--- config.mk ---
export PLATFORM = sky130hd
export DESIGN_NAME = uart_tx_scheduler
export DESIGN_NICKNAME = d
export VERILOG_FILES = /design/src/rtl/uart_tx_scheduler.sv
export SDC_FILE = /design/constraint.sdc
export NUM_CORES = 1
export LEC_CHECK = 0
export ABC_AREA = 1
export CELL_PAD_IN_SITES_DETAIL_PLACEMENT = 2
export CELL_PAD_IN_SITES_GLOBAL_PLACEMENT = 2
export CORE_UTILIZATION = 23
export CTS_CLUSTER_SIZE = 8
export DETAILED_ROUTE_END_ITERATION = 12
export MAX_ROUTING_LAYER = met4
export PLACE_DENSITY = 0.76
export SYNTH_ARGS = -nofsm -noshare
export SYNTH_HDL_FRONTEND = slang
export SYNTH_SLANG_ARGS = --single-unit
export TNS_END_PERCENT = 5
--- constraint.sdc ---
create_clock -name clk -period 1.5 [get_ports clk]
set_input_delay 0.375 -clock clk [delete_from_list [all_inputs] [get_ports clk]]
set_output_delay 0.375 -clock clk [all_outputs]
set_load 0.01 [all_outputs]
--- src/rtl/uart_tx_scheduler.sv ---
// uart_tx_scheduler
// Round-robin arbiter between two N-bit word producers, feeding the UART one
// byte at a time, MSB byte first. A word is never interrupted, and each
// producer is acknowledged exactly once per captured word.
// Build option: define UART_SCHED_HDR_EN to prepend a header byte
// (0xA0 | grant) to every word. The ports are the same in both builds.
//
// state      | meaning
// -----------+-----------------------------------------------------------
// IDLE       | no word held; arbitrate and capture when a producer is valid
// SEND       | issue the next byte as soon as the UART is not transmitting
// WAIT_START | byte issued; wait for is_transmitting to rise (bounded)
// WAIT_DONE  | UART busy with the byte; wait for is_transmitting to fall
module uart_tx_scheduler #(
    parameter int N        = 256,
    parameter int CNT_W    = 6,
    parameter int START_TO = 16
) (
    input  logic         clk,
    input  logic         rst_n,
    input  logic         req0_valid,
    input  logic [N-1:0] req0_data,
    output logic         req0_ready,
    input  logic         req1_valid,
    input  logic [N-1:0] req1_data,
    output logic         req1_ready,
    input  logic         is_transmitting,
    output logic [7:0]   tx_byte,
    output logic         tx_valid,
    output logic         busy,
    output logic         grant
);

    typedef enum logic [1:0] {
        IDLE       = 2'd0,
        SEND       = 2'd1,
        WAIT_START = 2'd2,
        WAIT_DONE  = 2'd3
    } state_t;

`ifdef UART_SCHED_HDR_EN
    localparam bit HDR_EN = 1'b1;
`else
    localparam bit HDR_EN = 1'b0;
`endif

    localparam int               NBYTES  = (N / 8) + (HDR_EN ? 1 : 0);
    localparam logic [CNT_W-1:0] TOTAL   = CNT_W'(NBYTES);
    localparam int               TO_W    = (START_TO > 1) ? $clog2(START_TO) : 1;
    // The start timer is a down-counter; loading START_TO-1 and exiting on
    // zero keeps the FSM in WAIT_START for START_TO cycles.
    localparam logic [TO_W-1:0]  TO_LOAD = TO_W'(START_TO - 1);

    state_t           state_q, state_d;
    logic [N-1:0]     shift_q, shift_d;
    logic [CNT_W-1:0] cnt_q, cnt_d;
    logic [TO_W-1:0]  to_q, to_d;
    logic             last_grant_q, last_grant_d;
    logic             grant_d;
    logic             req0_ready_d, req1_ready_d;
    logic [7:0]       tx_byte_d;
    logic             tx_valid_d;

    logic             pick;
    logic             last_byte;
    logic             hdr_slot;
    logic [7:0]       hdr_byte;

    // With both producers valid, favour the one not granted last.
    assign pick      = (req0_valid && req1_valid) ? ~last_grant_q : req1_valid;
    assign last_byte = (cnt_q == TOTAL);
    assign hdr_slot  = HDR_EN && (cnt_q == '0);
    assign hdr_byte  = {7'b1010000, grant};

    // Next-state and next-output decode; the outputs are registered below.
    always_comb begin
        state_d      = state_q;
        shift_d      = shift_q;
        cnt_d        = cnt_q;
        to_d         = to_q;
        last_grant_d = last_grant_q;
        grant_d      = grant;
        req0_ready_d = 1'b0;
        req1_ready_d = 1'b0;
        tx_byte_d    = tx_byte;
        tx_valid_d   = 1'b0;

        case (state_q)
            IDLE: begin
                if (req0_valid || req1_valid) begin
                    shift_d      = pick ? req1_data : req0_data;
                    grant_d      = pick;
                    last_grant_d = pick;
                    cnt_d        = '0;
                    req0_ready_d = ~pick;
                    req1_ready_d = pick;
                    state_d      = SEND;
                end
            end

            SEND: begin
                if (!is_transmitting) begin
                    tx_valid_d = 1'b1;
                    if (hdr_slot) begin
                        tx_byte_d = hdr_byte;
                    end else begin
                        tx_byte_d = shift_q[N-1 -: 8];
                        shift_d   = {shift_q[N-9:0], 8'h00};
                    end
                    cnt_d   = cnt_q + 1'b1;
                    to_d    = TO_LOAD;
                    state_d = WAIT_START;
                end
            end

            WAIT_START: begin
                if (is_transmitting) begin
                    state_d = WAIT_DONE;
                end else if (to_q == '0) begin
                    // UART never acknowledged: count the byte as sent.
                    state_d = last_byte ? IDLE : SEND;
                end else begin
                    to_d = to_q - 1'b1;
                end
            end

            WAIT_DONE: begin
                if (!is_transmitting) begin
                    state_d = last_byte ? IDLE : SEND;
                end
            end

            default: begin
                state_d = IDLE;
            end
        endcase
    end

    // State, datapath and output registers; reset discards any word in flight.
    always_ff @(posedge clk or negedge rst_n) begin
        if (!rst_n) begin
            state_q      <= IDLE;
            shift_q      <= '0;
            cnt_q        <= '0;
            to_q         <= '0;
            last_grant_q <= 1'b1;
            grant        <= 1'b0;
            req0_ready   <= 1'b0;
            req1_ready   <= 1'b0;
            tx_byte      <= 8'h00;
            tx_valid     <= 1'b0;
            busy         <= 1'b0;
        end else begin
            state_q      <= state_d;
            shift_q      <= shift_d;
            cnt_q        <= cnt_d;
            to_q         <= to_d;
            last_grant_q <= last_grant_d;
            grant        <= grant_d;
            req0_ready   <= req0_ready_d;
            req1_ready   <= req1_ready_d;
            tx_byte      <= tx_byte_d;
            tx_valid     <= tx_valid_d;
            busy         <= (state_d != IDLE);
        end
    end

endmodule

==> results of run 1 <==
-- final cells by class --
type | instances | area (um^2)
Multi-Input combinational cell | 1427 | 6910
Clock buffer | 54 | 1137
Timing Repair Buffer | 659 | 7305
Sequential cell | 282 | 7058
Timing Repair inverter | 1 | 8.758
Tap cell | 873 | 1092
Fill cell | 7531 | 42590
Antenna cell | 7 | 17.52
Clock inverter | 1 | 8.758
Inverter | 268 | 1033
-- cells by family (layout without fill, tap and decap cells) --
| family | Yosys count | in the layout | synth area share [%] |
|---|---|---|---|
| DFF | 282 | 282 | 45.15 |
| and+or+nand+nor | 1160 | 1160 | 31.30 |
| other | 0 | 7 | 0 |
| buffers and inverters | 420 | 983 | 11.77 |
| AOI/OAI and AO/OA | 264 | 264 | 11.53 |
| adders and majority gates | 3 | 3 | 0.2402 |
-- worst max-delay path: cells and delay by family, from the launching register on --
family | cells | cell delay (ns)
buffers and inverters | 4 | 0.63
DFF | 1 | 0.38
and+or+nand+nor | 3 | 0.34
AOI/OAI and AO/OA | 1 | 0.22
-- metrics by stage --
step                hold WS [ns]  worst slack (ns)  instance area [um^2]  setup TNS [ns]  utilization [%]
floorplan                0.07941           0.07315                 15630               0                -
global placement          0.3233           -0.5723                 22400         -114.34            33.36
detailed placement        0.3237           -0.6189                 22400         -127.12            33.36
CTS                       0.3307           -0.1892                 23700          -20.72            35.29
global route              0.3677           -0.2816                 24570          -40.49            36.59
finish                    0.3449           -0.2451                 24570          -21.92            36.59
-- layer usage --
layer	GRT usage, %	up-vias	wire [um]
li1	-	7983	-
met1	23.72	8369	30680
met2	36.07	406	38190
met3	3.514	104	3151
met4	5.485	0	1854
met5	-	-	0
-- repair_timing --
| item | in CTS | in global routing |
|---|---|---|
| hold buffers | 1 | 0 |
| pin swaps | 8 | 46 |
| gates cloned | 3 | 24 |
| setup buffers | 1 | 11 |
| gates resized for setup | 81 | 64 |
| hold endpoints to repair | 23 | 0 |
| setup endpoints to repair | 280 | 271 |
-- power breakdown --
part	switching, uW	leakage (uW)	total (uW)	internal, uW
combinational	10800	0.00749	18700	7860
clock	3470	0.000559	8670	5200
sequential	2110	0.00351	13400	11300
total	16400	0.0116	40800	24400
-- sequential cells by signal, summed over array words and instances, names as in the netlist --
register and cells:
req0_ready 1, tx_byte 8, shift_q 256, cnt_q 6
tx_valid 1, last_grant_q 1, to_q 4, busy 1
req1_ready 1, state_q 2, grant 1
-- path summary, 6_finish.rpt --
| path | endpoint | slack [ns] |
|---|---|---|
| setup / recovery | shift_q[132]$_DFFE_PN0P_ | -0.25 |
| hold / removal | shift_q[111]$_DFFE_PN0P_ | 0.34 |
| max in group asynchronous | shift_q[160]$_DFFE_PN0P_ | 0.50 |
| setup reg to reg | shift_q[132]$_DFFE_PN0P_ | -0.25 |
| min in group clk | shift_q[3]$_DFFE_PN0P_ | 0.39 |
| hold reg to reg | shift_q[180]$_DFFE_PN0P_ | 0.48 |
-- cells in the mapped netlist --
master | n | share of area (%)
nand2_4 | 1 | 0.072
nor2_1 | 11 | 0.26
nand4_1 | 3 | 0.12
nand3b_1 | 1 | 0.048
inv_2 | 4 | 0.096
buf_2 | 76 | 2.4
o21ai_1 | 10 | 0.32
a21oi_2 | 1 | 0.056
buf_4 | 13 | 0.62
nor2_4 | 1 | 0.072
nand2_1 | 747 | 18
nand3_1 | 382 | 12
dfstp_2 | 1 | 0.17
or2_2 | 9 | 0.36
dfrtp_1 | 281 | 45
nand2_2 | 3 | 0.12
o21ai_0 | 59 | 1.9
buf_6 | 16 | 1.2
inv_1 | 264 | 6.3
clkbuf_1 | 45 | 1.1
nor3_1 | 1 | 0.032
ha_1 | 3 | 0.24
nor2_2 | 1 | 0.040
o211ai_1 | 191 | 9.2
a21oi_1 | 3 | 0.096
buf_1 | 2 | 0.048
==> impl_metrics.ini, run 1 <==
[outcome]
status = finished, violations left
failed_checks = negative setup slack

[critical_path]
cp_slowest_cell = dfstp_2
arrival_ns = 2.15
critPathLaunchType = register
cpPeakStageDelay_ns = 0.38
crit_path_end_kind = register
cp_max_fo = 8
cp-startpoint = last_grant_q$_DFFE_PN1P_
critPathKind = reg -> reg
required_ns = 1.90
r2r_start = last_grant_q$_DFFE_PN1P_
path_cells = nand2_4 -> nand2_8 -> clkbuf_16 -> buf_8 -> clkbuf_16 -> buf_6 -> o211ai_1 -> nand3_1
reg2reg_depth = 8
cpMostUsedCell = clkbuf_16

[timing]
fin_ws_ns = -0.2451
period_needed_ns = 1.745
worstMarginPinSlew_ns = 0.4181
setup_viol_count_final = 254
max_slew_margin_pct = 72.13
finalHoldViolCount = 0
post-route-period-util_pct = 116.3
max_clock_freq_ghz = 0.5730
fin_skew_ns = 0.01061
report.final.slew_viol_count = 0
rsz0062_at_grt = yes

[power]
power_uw = 40760
leakage_uw = 0.01156
vdd_drop_max_mv = 0.6757
powerDensity_nw_per_um2 = 1659

[routing]
vias = 16862
avgRoutedWirePerCell_um = 20.68
drtIter0Drc = 683
vias_per_cell = 4.721
drc_errors = 0
ant_nets = 0
drt-total-wl_mm = 73.88
dr.pass1.iters = 5

[global_route]
antenna_found_initial = 8
grt_pass1_wl_mm = 107.4
globalRouteOverflowTotal = 0
grt_max_degree = 58
grt_pass1_vias = 18740
grtUsageTotal_pct = 20.42

[layout]
layout_commonest_cell = nand2_1
final_cells = 3572
area_growth_syn_to_layout_pct = 57.19
final_cell_mix = nand2_1, clkdlybuf4s50_1, nand3_1
drive_gt1_share_pct = 8.952
fin_nets = 3200

[clock_network]
clock-root-buffer = clkbuf_16
cts_inserted_buffers = 41
clock_sinks = 282
clk_pin_slew_ns = 0.06
clkLatencyLatePin_ns = 0.55
cts_tree = yes
clockBufferDepth = 3
cts_max_level = 2

[floorplan]
dieHeight_um = 262.7
die_area_um2 = 69010
coreArea_um2 = 67160
start_util_pct = 23.28
io_pins = 530
std_cell_rows = 95
die_w_um = 262.7

[yosys]
netlist_instances = 2129
synth_nets = 2649
yosys_warnings = 0
synth.distinct_cells = 26
netlist_area_um2 = 15630
ys_ff_latch = 282
syn_avg_cell_area_um2 = 7.342
synth_seq_area_share_pct = 45.15

[placement]
port_buffers = 529
dp.cells = 3471
gp_congestion = 0.8304
hpwlAfterDp_mm = 51.98

[flow_run]
drv_cap = 0

[min_path]
hold_path.class = in -> async
Power figures use the tool's default switching activity.
==> run 2: changes to the inputs <==
Settings changed: CTS_BUF_LIST from default to sky130_fd_sc_hd__clkbuf_8 sky130_fd_sc_hd__clkbuf_16.
==> run 2 against run 1 <==
Effect of this change:
- via count grew 0.56%
- hold slack lost 0.00085 ns
- non-clock buffer count grew 2
- global-route usage is essentially flat
- critical path type unchanged
- final cell count is essentially flat
- flip-flop and latch count is the same
- die area is the same
- the flow still finishes with violations (negative setup slack)
- register-to-register slack is essentially flat
- fmax shrank 0.27%
- clock power is essentially flat
- critical endpoint unchanged
==> impl_metrics.ini, run 2 (synthesis results as in run 1) <==
[min_path]
hold_path.class = in -> async

[timing]
finalHoldViolCount = 0
setup_viol_count_final = 252
fin_ws_ns = -0.2499
max_slew_margin_pct = 71.80
fin_skew_ns = 0.01022
max_clock_freq_ghz = 0.5715
rsz0062_at_grt = yes
period_needed_ns = 1.750
post-route-period-util_pct = 116.7
worstMarginPinSlew_ns = 0.4230
report.final.slew_viol_count = 0

[global_route]
grt_pass1_vias = 18723
use_met3_pct = 3.495
top_usage_layer = met2
antenna_found_initial = 8
use_met1_pct = 23.74
grt_max_degree = 58
gr-usage-met2_pct = 36.07
grt_pass1_wl_mm = 107.4
globalRouteOverflowTotal = 0
grtUsageTotal_pct = 20.41

[floorplan]
die_w_um = 262.7
io_pins = 530
dieHeight_um = 262.7
die_area_um2 = 69010
coreArea_um2 = 67160
std_cell_rows = 95
start_util_pct = 23.28

[critical_path]
critPathBufInv = 4
cpLargestDelayFamily = buffers and inverters
crit_path_end_kind = register
path_cells = nand2_4 -> nand2_8 -> clkbuf_16 -> buf_8 -> clkbuf_16 -> buf_6 -> o211ai_1 -> nand3_1
cpPeakStageDelay_ns = 0.38
cp_max_fo = 8
cp.depth = 8
cp_slowest_cell = dfstp_2
arrival_ns = 2.15
cpMostUsedCell = clkbuf_16
critPathKind = reg -> reg
rrSetupSlack_ns = -0.25
reg2reg_depth = 8
critPathLaunchType = register
required_ns = 1.90

[routing]
drtIter0Drc = 669
vias = 16957
drt-total-wl_mm = 74.45
drc_errors = 0
ant_nets = 0
vias_per_cell = 4.743
avgRoutedWirePerCell_um = 20.82
dr.pass1.iters = 4

[clock_network]
cts_tree = yes
clockBufferDepth = 3
cts_max_level = 2
cts_inserted_buffers = 41
clock-root-buffer = clkbuf_16
clk_pin_slew_ns = 0.05
clkLatencyLatePin_ns = 0.55
clock_sinks = 282

[layout]
largest_reg_flops = 256
area_growth_syn_to_layout_pct = 57.54
multiInputGateArea_um2 = 6915
drive_gt1_share_pct = 9.128
regMostFlops = shift_q
nFillCells = 7529
fin_nets = 3203
fin_util_pct = 36.67
seq_area_um2 = 7058
final_cell_mix = nand2_1, clkdlybuf4s50_1, nand3_1
largestRegisters = shift_q (256), tx_byte (8), cnt_q (6)
layout_commonest_cell = nand2_1

[placement]
hpwlAfterDp_mm = 51.98
port_buffers = 529
gp_congestion = 0.8304

[power]
power_frac_comb_pct = 46.1
vdd_drop_max_mv = 0.6683
leakage_uw = 0.01162
power_frac_clock_pct = 21.1
p_switching_uw = 16550
powerDensity_nw_per_um2 = 1663
pwr-share-seq_pct = 32.8
switching_share_pct = 40.40
p_int_uw = 24400
power_uw = 40950

[flow_run]
drv_cap = 0

[outcome]
failed_checks = negative setup slack
status = finished, violations left
run 2: cell count changes in the layout (fill, tap and decap cells not counted), moves of 2 or more:
cell and change:
nand2_2 +6, buf_16 +2, buf_6 +3, nand2_1 -6, clkbuf_1 -9, o21ai_0 -4, nand3_2 -3, nand3_1 +3
o21ai_1 +4, inv_1 +9
run 2: path summary, 6_finish.rpt:
path                                          startpoint                        to
worst max register to register  last_grant_q$_DFFE_PN1P_  shift_q[132]$_DFFE_PN0P_
min in group clk                            req0_data[3]    shift_q[3]$_DFFE_PN0P_
worst max-delay path            last_grant_q$_DFFE_PN1P_  shift_q[132]$_DFFE_PN0P_
worst min register to register  shift_q[180]$_DFFE_PN0P_  shift_q[180]$_DFFE_PN0P_
worst min-delay path                               rst_n  shift_q[111]$_DFFE_PN0P_
max in group asynchronous                          rst_n  shift_q[160]$_DFFE_PN0P_
run 2: stage by stage:
step	instance area (um^2)	hold slack [ns]	instances	setup WS (ns)	TNS, ns
after floorplan	15630	0.07941	2129	0.07315	0
after global placement	22400	0.3233	3471	-0.5723	-114.34
after detailed placement	22400	0.3237	3471	-0.6189	-127.12
after CTS	23680	0.3304	3531	-0.1892	-20.97
after global routing	24630	0.3667	3575	-0.2802	-41.41
final	24630	0.3440	3575	-0.2499	-21.97
run 2: final cells by class:
class	instances	area share (%)
Antenna cell	7	0.07113
Clock buffer	45	4.481
Clock inverter	10	0.1727
Inverter	268	4.237
Multi-Input combinational cell	1427	28.08
Sequential cell	282	28.66
Tap cell	873	4.436
Timing Repair Buffer	661	29.78
Timing Repair inverter	2	0.08129
run 2: power by group through the flow:
| stage | clock network (uW) | registers [uW] | logic (uW) |
|---|---|---|---|
| 6_report | 8640 | 13400 | 18900 |
| 5_1_grt | 9160 | 13800 | 21100 |
| 4_1_cts | 8930 | 13400 | 17600 |
| 3_5_place_dp | 0 | 13400 | 17300 |
| 3_3_place_gp | 0 | 13300 | 16500 |
| 2_1_floorplan | 0 | 12700 | 10500 |
run 2: what timing repair did:
action	CTS	global route
setup endpoints to repair	280	271
cloned	3	25
resized for setup	72	86
pin swaps	8	44
buffers inserted	1	13
hold buffers	1	0
hold endpoints to repair	23	0
run 2: worst reg2reg max path: cells and delay by family (launching register included):
family / cells / cell delay (ns)
AND/OR/NAND/NOR: 3 / 0.34
buffers and inverters: 4 / 0.65
AO/OA/AOI/OAI: 1 / 0.23
flip-flops: 1 / 0.38
run 2: per-layer routing:
| metal | routed length (um) | up-vias | part of all wire (%) |
|---|---|---|---|
| li1 | - | 8003 | - |
| met1 | 31200 | 8454 | 42 |
| met2 | 38440 | 402 | 52 |
| met3 | 3094 | 98 | 4.2 |
| met4 | 1713 | 0 | 2.3 |
| met5 | 0 | - | 0 |
==> run 3: changes to the inputs <==
Settings changed: REMOVE_ABC_BUFFERS from default to 1.
==> run 3 against run 2 <==
Effect of this change:
- the run still ends with negative setup slack left
- critical path depth grew 1
- clock skew is 0.014 ns higher
- largest cell class unchanged
- final cell count is 1.3% higher
- global-route usage up 0.20 points
- cell area rose by 2.0%
- register-to-register slack gained 0.04 ns
- setup slack improved by 0.025 ns
- total power grew 1.3%
- first-iteration DRC count is 7.5% higher
- combinational power grew 4%
- die area stayed put
- hold slack worse by 0.0023 ns
==> impl_metrics.ini, run 3 (synthesis results as in run 1) <==
[clock_network]
clk_pin_slew_ns = 0.05
clkLatencyLatePin_ns = 0.56
clock_sinks = 282
cts_max_level = 2
clock-root-buffer = clkbuf_16
clockBufferDepth = 3
cts_tree = yes
cts_inserted_buffers = 41

[critical_path]
path_cells = clkdlybuf4s50_1 -> nand2_4 -> nand2_8 -> buf_12 -> buf_12 -> buf_16 -> buf_6 -> o211ai_1 -> nand3_1
rr_endpoint = shift_q[92]$_DFFE_PN0P_
rrSetupSlack_ns = -0.21
cpMostUsedCell = buf_12
cpPeakStageDelay_ns = 0.52
reg2reg_depth = 8
arrival_ns = 2.13
critPathBufInv = 5
cp_max_fo = 7
crit_end = shift_q[163]$_DFFE_PN0P_
cpLargestDelayFamily = buffers and inverters
cp.depth = 9
crit_path_end_kind = register
r2r_start = last_grant_q$_DFFE_PN1P_
cp-startpoint = req0_valid
required_ns = 1.90
critPathLaunchType = primary input
cp_slowest_cell = clkdlybuf4s50_1
critPathKind = in -> reg

[global_route]
antenna_found_initial = 2
globalRouteOverflowTotal = 0
grtUsageTotal_pct = 20.61
grt_pass1_wl_mm = 109.5
grt_max_degree = 56
grt_pass1_vias = 19366

[power]
power_uw = 41480
powerDensity_nw_per_um2 = 1651
vdd_drop_max_mv = 0.7050
leakage_uw = 0.01195

[routing]
ant_nets = 0
vias = 17059
drtIter0Drc = 719
drc_errors = 0
dr.pass1.iters = 4
drt-total-wl_mm = 72.29
avgRoutedWirePerCell_um = 19.96
vias_per_cell = 4.710

[layout]
regMostFlops = shift_q
final_cell_mix = nand2_1, clkdlybuf4s50_1, nand3_1
fin_nets = 3256
nFillCells = 7498
largest_reg_flops = 256
multiInputGateArea_um2 = 7109
layout_commonest_cell = nand2_1
area_growth_syn_to_layout_pct = 60.76
seq_area_um2 = 7058
largestRegisters = shift_q (256), tx_byte (8), cnt_q (6)
drive_gt1_share_pct = 12.41

[placement]
gp_congestion = 0.8880
port_buffers = 529
hpwlAfterDp_mm = 52.02

[floorplan]
coreArea_um2 = 67160
dieHeight_um = 262.7
die_area_um2 = 69010
io_pins = 530
std_cell_rows = 95
start_util_pct = 23.28
die_w_um = 262.7

[outcome]
failed_checks = negative setup slack
status = finished, violations left

[timing]
fin_skew_ns = 0.02444
max_slew_margin_pct = 70.06
report.final.slew_viol_count = 0
rsz0062_at_grt = yes
fin_ws_ns = -0.2246
period_needed_ns = 1.725
finalHoldViolCount = 0
max_clock_freq_ghz = 0.5799
whs_ns = 0.3417
post-route-period-util_pct = 115.0
setup_viol_count_final = 238
worstMarginPinSlew_ns = 0.4480

[flow_run]
drv_cap = 0

[min_path]
hold_path.class = in -> async
-- run 3: cell types whose count changed in the layout (fill, tap and decap cells not counted), sizes merged --
cell and delta:
diode -6, inv +1, bufbuf +1, clkinv -1, clkbuf -9, buf +61
-- run 3: metal layers --
metal	track usage (%)	routed length [um]	up-vias
li1	-	-	8090
met1	24.33	30430	8488
met2	36.76	37850	404
met3	3.298	2765	77
met4	4.149	1245	0
met5	-	0	-
-- run 3: stage by stage --
step                instances  setup slack [ns]  area (um^2)  setup TNS [ns]  util [%]
floorplan                1977            -4.783        14800        -1201.49         -
global placement         3529           -0.6064        22770         -132.22     33.91
detailed placement       3529           -0.7508        22770         -148.45     33.91
CTS                      3594           -0.2106        24300          -27.79     36.18
global route             3622           -0.2774        25130          -44.09     37.42
finish                   3622           -0.2246        25130          -25.35     37.42
-- run 3: report_power, final --
part,internal [uW],switching [uW]
combinational,8540,11200
clock,5040,3450
sequential,11300,1990
total,24900,16600
-- run 3: cell type report --
class / instances / area share, %
Tap cell: 873 / 4.347
Multi-Input combinational cell: 1427 / 28.29
Clock inverter: 12 / 0.2041
Clock buffer: 43 / 4.282
Antenna cell: 1 / 0.009958
Sequential cell: 282 / 28.09
Inverter: 268 / 4.073
Timing Repair Buffer: 716 / 30.71
-- run 3: worst min path at each step --
| stage | start | endpoint | slack [ns] |
|---|---|---|---|
| 3_5_place_dp | rst_n | shift_q[228]$_DFFE_PN0P_ | 0.30 |
| 3_3_place_gp | rst_n | shift_q[228]$_DFFE_PN0P_ | 0.30 |
| 4_1_cts | rst_n | shift_q[228]$_DFFE_PN0P_ | 0.31 |
| 6_report | rst_n | shift_q[228]$_DFFE_PN0P_ | 0.34 |
| 2_1_floorplan | rst_n | busy$_DFF_PN0_ | 0.08 |
| 5_1_grt | rst_n | shift_q[228]$_DFFE_PN0P_ | 0.34 |
-- run 3: what timing repair did --
item	CTS	global route
cloned	5	15
endpoints found under the setup margin	271	270
resized for setup	119	113
pin swaps	40	56
hold buffers	1	0
hold endpoints to repair	16	0
buffers inserted	4	14
